===== src/rtl/prog_master_if.sv =====
// Request/status bundle between a configuration controller and prog_master.
// start and drst_req are single-cycle pulses acted on only while busy is low.
// There is no ready signal: a pulse seen while busy is high is dropped, and
// done pulses for one cycle when an operation finishes.
interface prog_master_if #(
    parameter int NUM_BITS = 111,
    parameter int DIV_W    = 8
);
    logic                start;
    logic                drst_req;
    logic [NUM_BITS-1:0] data;
    logic [DIV_W-1:0]    div;
    logic                sdi;
    logic                sclk;
    logic                cs;
    logic                busy;
    logic                done;

    modport master (
        output start, drst_req, data, div,
        input  sdi, sclk, cs, busy, done
    );

    modport slave (
        input  start, drst_req, data, div,
        output sdi, sclk, cs, busy, done
    );
endinterface


===== src/rtl/prog_master.sv =====
// Serial configuration-frame master: shifts a NUM_BITS word out LSB first on
// SDI/SCLK under CS, or issues a digital-reset pulse (SCLK high with CS high).
module prog_master #(
    parameter int NUM_BITS = 111,
    parameter int DIV_W    = 8
) (
    input  logic           clk,
    input  logic           rst_n,
    prog_master_if.slave   bus,
    output logic [2:0]     state_dbg
);
    localparam int BC_W = $clog2(NUM_BITS + 1);

    typedef enum logic [2:0] {
        S_IDLE    = 3'd0,
        S_SETUP   = 3'd1,
        S_SCLK_HI = 3'd2,
        S_SCLK_LO = 3'd3,
        S_LATCH   = 3'd4,
        S_DRST    = 3'd5
    } state_t;

    state_t              state, state_n;
    logic [DIV_W:0]      cnt;
    logic [DIV_W:0]      term;
    logic                tc;
    logic [DIV_W-1:0]    div_q;
    logic [BC_W-1:0]     bit_cnt;
    logic [NUM_BITS-1:0] shreg;

    logic cs_q, sclk_q, sdi_q, busy_q, done_q;
    logic cs_n, sclk_n, sdi_n, busy_n, done_n;

    // DRST holds SCLK high for two half-periods; the extra counter bit keeps
    // 2*(DIV+1) representable when DIV is all-ones.
    assign term = (state == S_DRST) ? {div_q, 1'b1} : {1'b0, div_q};
    assign tc   = (cnt == term);

    always_ff @(posedge clk or negedge rst_n) begin
        if (!rst_n) state <= S_IDLE;
        else        state <= state_n;
    end

    always_comb begin
        state_n = state;
        case (state)
            S_IDLE: begin
                if (bus.start)         state_n = S_SETUP;
                else if (bus.drst_req) state_n = S_DRST;
            end
            S_SETUP:   if (tc) state_n = S_SCLK_HI;
            S_SCLK_HI: if (tc) state_n = S_SCLK_LO;
            S_SCLK_LO: begin
                if (tc) state_n = (bit_cnt == BC_W'(NUM_BITS)) ? S_LATCH : S_SCLK_HI;
            end
            S_LATCH:   if (tc) state_n = S_IDLE;
            S_DRST:    if (tc) state_n = S_IDLE;
            default:   state_n = S_IDLE;
        endcase
    end

    // Output values are computed for the state being entered and registered,
    // so every pin comes straight from a flop.
    always_comb begin
        cs_n   = 1'b1;
        sclk_n = 1'b0;
        sdi_n  = 1'b0;
        busy_n = 1'b1;
        done_n = 1'b0;
        case (state_n)
            S_IDLE: begin
                busy_n = 1'b0;
                done_n = (state != S_IDLE);
            end
            S_SETUP: begin
                cs_n  = 1'b0;
                sdi_n = (state == S_IDLE) ? bus.data[0] : sdi_q;
            end
            S_SCLK_HI: begin
                cs_n   = 1'b0;
                sclk_n = 1'b1;
                sdi_n  = sdi_q;
            end
            S_SCLK_LO: begin
                cs_n  = 1'b0;
                sdi_n = (state == S_SCLK_HI) ? shreg[1] : sdi_q;
            end
            S_LATCH: cs_n = 1'b1;
            S_DRST:  sclk_n = 1'b1;
            default: busy_n = 1'b0;
        endcase
    end

    always_ff @(posedge clk or negedge rst_n) begin
        if (!rst_n) begin
            cnt     <= '0;
            div_q   <= '0;
            bit_cnt <= '0;
            shreg   <= '0;
            cs_q    <= 1'b1;
            sclk_q  <= 1'b0;
            sdi_q   <= 1'b0;
            busy_q  <= 1'b0;
            done_q  <= 1'b0;
        end else begin
            if (state_n != state)     cnt <= '0;
            else if (state != S_IDLE) cnt <= cnt + (DIV_W+1)'(1);

            if (state == S_IDLE && bus.start) begin
                shreg   <= bus.data;
                bit_cnt <= '0;
                div_q   <= bus.div;
            end else if (state == S_IDLE && bus.drst_req) begin
                div_q   <= bus.div;
            end else if (state == S_SCLK_HI && tc) begin
                shreg   <= shreg >> 1;
                bit_cnt <= bit_cnt + BC_W'(1);
            end

            cs_q   <= cs_n;
            sclk_q <= sclk_n;
            sdi_q  <= sdi_n;
            busy_q <= busy_n;
            done_q <= done_n;
        end
    end

    assign bus.cs    = cs_q;
    assign bus.sclk  = sclk_q;
    assign bus.sdi   = sdi_q;
    assign bus.busy  = busy_q;
    assign bus.done  = done_q;
    assign state_dbg = state;
endmodule


===== src/flat_wrapper.sv =====
// flat-port wrapper written by rule: the top's interface ports become plain ports
module prog_master_flat 
#(
    parameter int NUM_BITS = 111,
    parameter int DIV_W    = 8
)
  (clk, rst_n, state_dbg, bus_start, bus_drst_req, bus_data, bus_div, bus_sdi, bus_sclk, bus_cs, bus_busy, bus_done);
  prog_master_if #(.NUM_BITS(NUM_BITS), .DIV_W(DIV_W)) bus_i ();
  input  logic clk;
  input  logic rst_n;
  output logic [2:0] state_dbg;
  input wire logic [$bits(bus_i.start)-1:0] bus_start;
  input wire logic [$bits(bus_i.drst_req)-1:0] bus_drst_req;
  input wire logic [$bits(bus_i.data)-1:0] bus_data;
  input wire logic [$bits(bus_i.div)-1:0] bus_div;
  output wire logic [$bits(bus_i.sdi)-1:0] bus_sdi;
  output wire logic [$bits(bus_i.sclk)-1:0] bus_sclk;
  output wire logic [$bits(bus_i.cs)-1:0] bus_cs;
  output wire logic [$bits(bus_i.busy)-1:0] bus_busy;
  output wire logic [$bits(bus_i.done)-1:0] bus_done;
  assign bus_i.start = bus_start;
  assign bus_i.drst_req = bus_drst_req;
  assign bus_i.data = bus_data;
  assign bus_i.div = bus_div;
  assign bus_sdi = bus_i.sdi;
  assign bus_sclk = bus_i.sclk;
  assign bus_cs = bus_i.cs;
  assign bus_busy = bus_i.busy;
  assign bus_done = bus_i.done;
  prog_master #(.NUM_BITS(NUM_BITS), .DIV_W(DIV_W)) u_core (.clk(clk), .rst_n(rst_n), .bus(bus_i), .state_dbg(state_dbg));
endmodule

===== config.mk =====
export PLATFORM = sky130hd
export DESIGN_NAME = prog_master_flat
export DESIGN_NICKNAME = d
export VERILOG_FILES = /design/src/rtl/prog_master_if.sv /design/src/rtl/prog_master.sv /design/src/flat_wrapper.sv
export SDC_FILE = /design/constraint.sdc
export NUM_CORES = 1
export LEC_CHECK = 0
export ABC_AREA = 1
export CAP_MARGIN = 40
export CELL_PAD_IN_SITES_DETAIL_PLACEMENT = 1
export CELL_PAD_IN_SITES_GLOBAL_PLACEMENT = 2
export CORE_MARGIN = 2
export CORE_UTILIZATION = 33
export DETAILED_ROUTE_END_ITERATION = 10
export PLACE_DENSITY_LB_ADDON = 0.1
export SLEW_MARGIN = 10
export SYNTH_ARGS = -nofsm -noshare
export SYNTH_HDL_FRONTEND = slang
export SYNTH_SLANG_ARGS = --single-unit

===== constraint.sdc =====
create_clock -name clk -period 3.7 [get_ports clk]
set_clock_uncertainty 0.15 [all_clocks]
set_input_delay 0.74 -clock clk [delete_from_list [all_inputs] [get_ports clk]]
set_output_delay 0.74 -clock clk [all_outputs]
set_load 0.02 [all_outputs]

==> results.cfg <==
[route]
antenna_left = 0
viasPerCell = 4.92
first_pass_iters = 4
drt_iter0_markers = 342
drc = 0
avgRoutedWirePerCell_um = 15.5
wl_um = 19300
vias = 6138

[cts]
htreeDepth = 4
cts_buffers = 17
insertion_delay_ns = 0.43
cts_root_buffer = clkbuf_16
cts_tree = built
clk_pin_slew_ns = 0.06
cts_setup_buffers = 0
cts_hold_buf = 0
cts.sinks = 142
clk_path_buf_depth = 2
ctsResizeCount = 0

[logic_synthesis]
synth_cell_types = 36
synthesis.area_mm2 = 0.00693
synth_most_common_cell = nand2_1
synth_ff_type = dfrtp_1
synth_edf_count = 0
ys_async_sr_fraction = 1.00
syn_inst = 851
syn_nets = 976
ys_seq_area_frac = 0.513
netlist_top_cells_area = dfrtp_1 (51%), nand3_1 (16%), nand2_1 (14%)
avgSynthCellArea_um2 = 8.14
yosys.area.top_type = dfrtp_1
synth-seq-cells = 142
yosys.area.top_type_share = 0.509
yosys-top-cells-count = nand2_1 (266), nand3_1 (224), dfrtp_1 (141)
yosys_warnings = 0

[grt]
globalRoute.totalOverflow = 0
antenna_found_initial = 0
track_usage = 0.187
grt_max_degree = 89
grt_pass1_vias = 6631
grt_pass1_wl_um = 33300

[worst_setup_path]
reg2reg_from = u_core.state_dbg[1]
cp.buffers_inverters = 4
cp_cell_sequence = inv_2, nand3_4, nand2_1, nand2_1, nand2_1, nand2_1, inv_1, nand2_2, nor2_4, nand3_4, nand2_2, clkinv_2, buf_4, a22oi_1, o21ai_1
regToRegSetupSlack_ns = 0.58
setup.worst_path.start_class = register
critical_path.most_common_cell = nand2_1
worstPathArrival_ns = 3.28
end_kind = register
critPathTopFamily = simple AND/OR/NAND/NOR gates
cp_slowest_cell = dfrtp_1
r2r-end = u_core.shreg[109]
cp.required_ns = 3.86
reg2reg_depth = 15
critPathKind = reg2reg
max_stage_delay_ns = 0.49
path_max_fanout = 47
crit_start = u_core.state_dbg[1]

[floorplanning]
initial_core_util = 0.333
die-height_um = 149
die_w_um = 149
core_area_mm2 = 0.0208
placementRows = 53
die_area_mm2 = 0.0222
io_pins = 131

[sta]
max_slew_margin = 0.595
hold_viol_final = 0
period_share = 0.844
finalMaxSlewViolations = 0
postLayoutSetupSlackWorst_ns = 0.576
setup_viol = 0
fin_crit_ns = 3.12
rsz0062_at_grt = no
fmax_mhz = 320
fin_tns_setup_ns = 0
worst_slew_pin_slew_ns = 0.608

[power]
seq_power_share = 0.449
ir_drop_mv = 0.277
swShare = 0.228
combinationalPowerShare = 0.063
pwr_density_cell_mw_per_mm2 = 404
p_switching_mw = 0.834
p_int_mw = 2.83
leakage_nw = 4.16
p_clk_frac = 0.488

[status]
status = finished clean

[placement]
place_congestion = 0.770
numPortBuffers = 130
hpwl_um = 12900
place_ws_ns = 0.548

[run]
timing.max_cap.violations = 0

[hold_path]
hp-class = in2async

[cells_and_area]
layout-drive-gt1-share = 0.0936
diodes = 0
synthToLayoutAreaGrowth_pct = 30.8
layout.nets = 1084
-- cell families after synthesis --
logic type / after synthesis / share of synthesized area
flops: 142 / 0.513
buf+inv: 102 / 0.0675
simple gates: 562 / 0.374
fa+ha+maj: 2 / 0.00361
mux: 1 / 0.00163
xor+xnor: 7 / 0.00885
compound gates: 35 / 0.0312
-- worst reg2reg max path, cell delays in order (launching register included) --
cell and delay [ns]:
dfrtp_1 0.49, inv_2 0.30, nand3_4 0.26, nand2_1 0.16, nand2_1 0.07, nand2_1 0.06, nand2_1 0.05, inv_1 0.10
nand2_2 0.08, nor2_4 0.16, nand3_4 0.20, nand2_2 0.26, clkinv_2 0.09, buf_4 0.29, a22oi_1 0.21, o21ai_1 0.08
-- layout make-up --
type / count / area, µm²
clock buffer: 18 / 429
timing repair buffer: 143 / 1460
inverter: 48 / 185
tap: 275 / 344
fill: 2495 / 11800
multi-input combinational: 607 / 2910
sequential: 142 / 3550
clock inverter: 14 / 180
-- state kept, by name, summed over array words and instances, names as in the netlist --
signal	cells
u_core.shreg	110
u_core.cnt	9
u_core.div_q	8
u_core.bit_cnt	7
u_core.state_dbg	3
u_core.bus.busy	1
u_core.bus.cs	1
u_core.bus.done	1
u_core.bus.sclk	1
u_core.bus.sdi	1
-- worst max path at each step --
stage | to | cells past startpoint | slack [ns]
after global placement | u_core.shreg[109] | 9 | 0.59
after floorplan | u_core.shreg[100] | 15 | 1.49
after CTS | u_core.shreg[17] | 15 | 0.54
after detailed placement | u_core.shreg[109] | 9 | 0.55
after global routing | u_core.bit_cnt[0] | 15 | 0.26
final | u_core.shreg[109] | 15 | 0.58
-- cell usage in the layout (no fill, tap or decap), types with 3 or more instances in the layout --
cell	n
a21oi_1	17
buf_12	3
buf_4	9
bufinv_16	3
clkbuf_16	17
clkdlybuf4s50_1	129
clkinv_2	3
dfrtp_1	141
inv_1	40
inv_2	4
inv_6	6
nand2_1	266
nand2_2	10
nand3_1	224
nand3_2	4
nand3_4	3
nand4_1	14
nor2_1	20
nor2_2	13
nor2_4	3
nor3_1	3
o211ai_1	4
o21ai_0	4
xor2_1	7
-- power groups by stage --
stage / combinational, mW / sequential (mW) / clock [mW]
after floorplan: 0.0473 / 1.66 / 0
after global placement: 0.227 / 1.67 / 0
after detailed placement: 0.237 / 1.67 / 0
after CTS: 0.239 / 1.64 / 1.84
after global routing: 0.258 / 1.65 / 1.91
final: 0.232 / 1.64 / 1.79
-- through the flow --
step | area (µm²) | hold slack (ns) | std cells | util | power, mW
2_1_floorplan | 6930 | 0.294 | 851 | - | 1.71
3_3_place_gp | 8430 | 0.314 | 1214 | 0.405 | 1.90
3_5_place_dp | 8450 | 0.320 | 1215 | 0.406 | 1.91
4_1_cts | 9060 | 0.173 | 1247 | 0.435 | 3.73
5_1_grt | 9060 | 0.181 | 1247 | 0.435 | 3.82
6_report | 9060 | 0.165 | 1247 | 0.435 | 3.66
-- metal layers --
metal / track usage / part of all wire / wire (µm) / vias to the layer above
li1: - / - / - / 3006
met1: 0.255 / 0.48 / 9200 / 3016
met2: 0.306 / 0.48 / 9230 / 107
met3: 0.0394 / 0.039 / 764 / 9
met4: 0.0443 / 0.0079 / 153 / 0
met5: 0 / 0 / 0 / -
No activity file was read; power rests on OpenSTA's default activity.
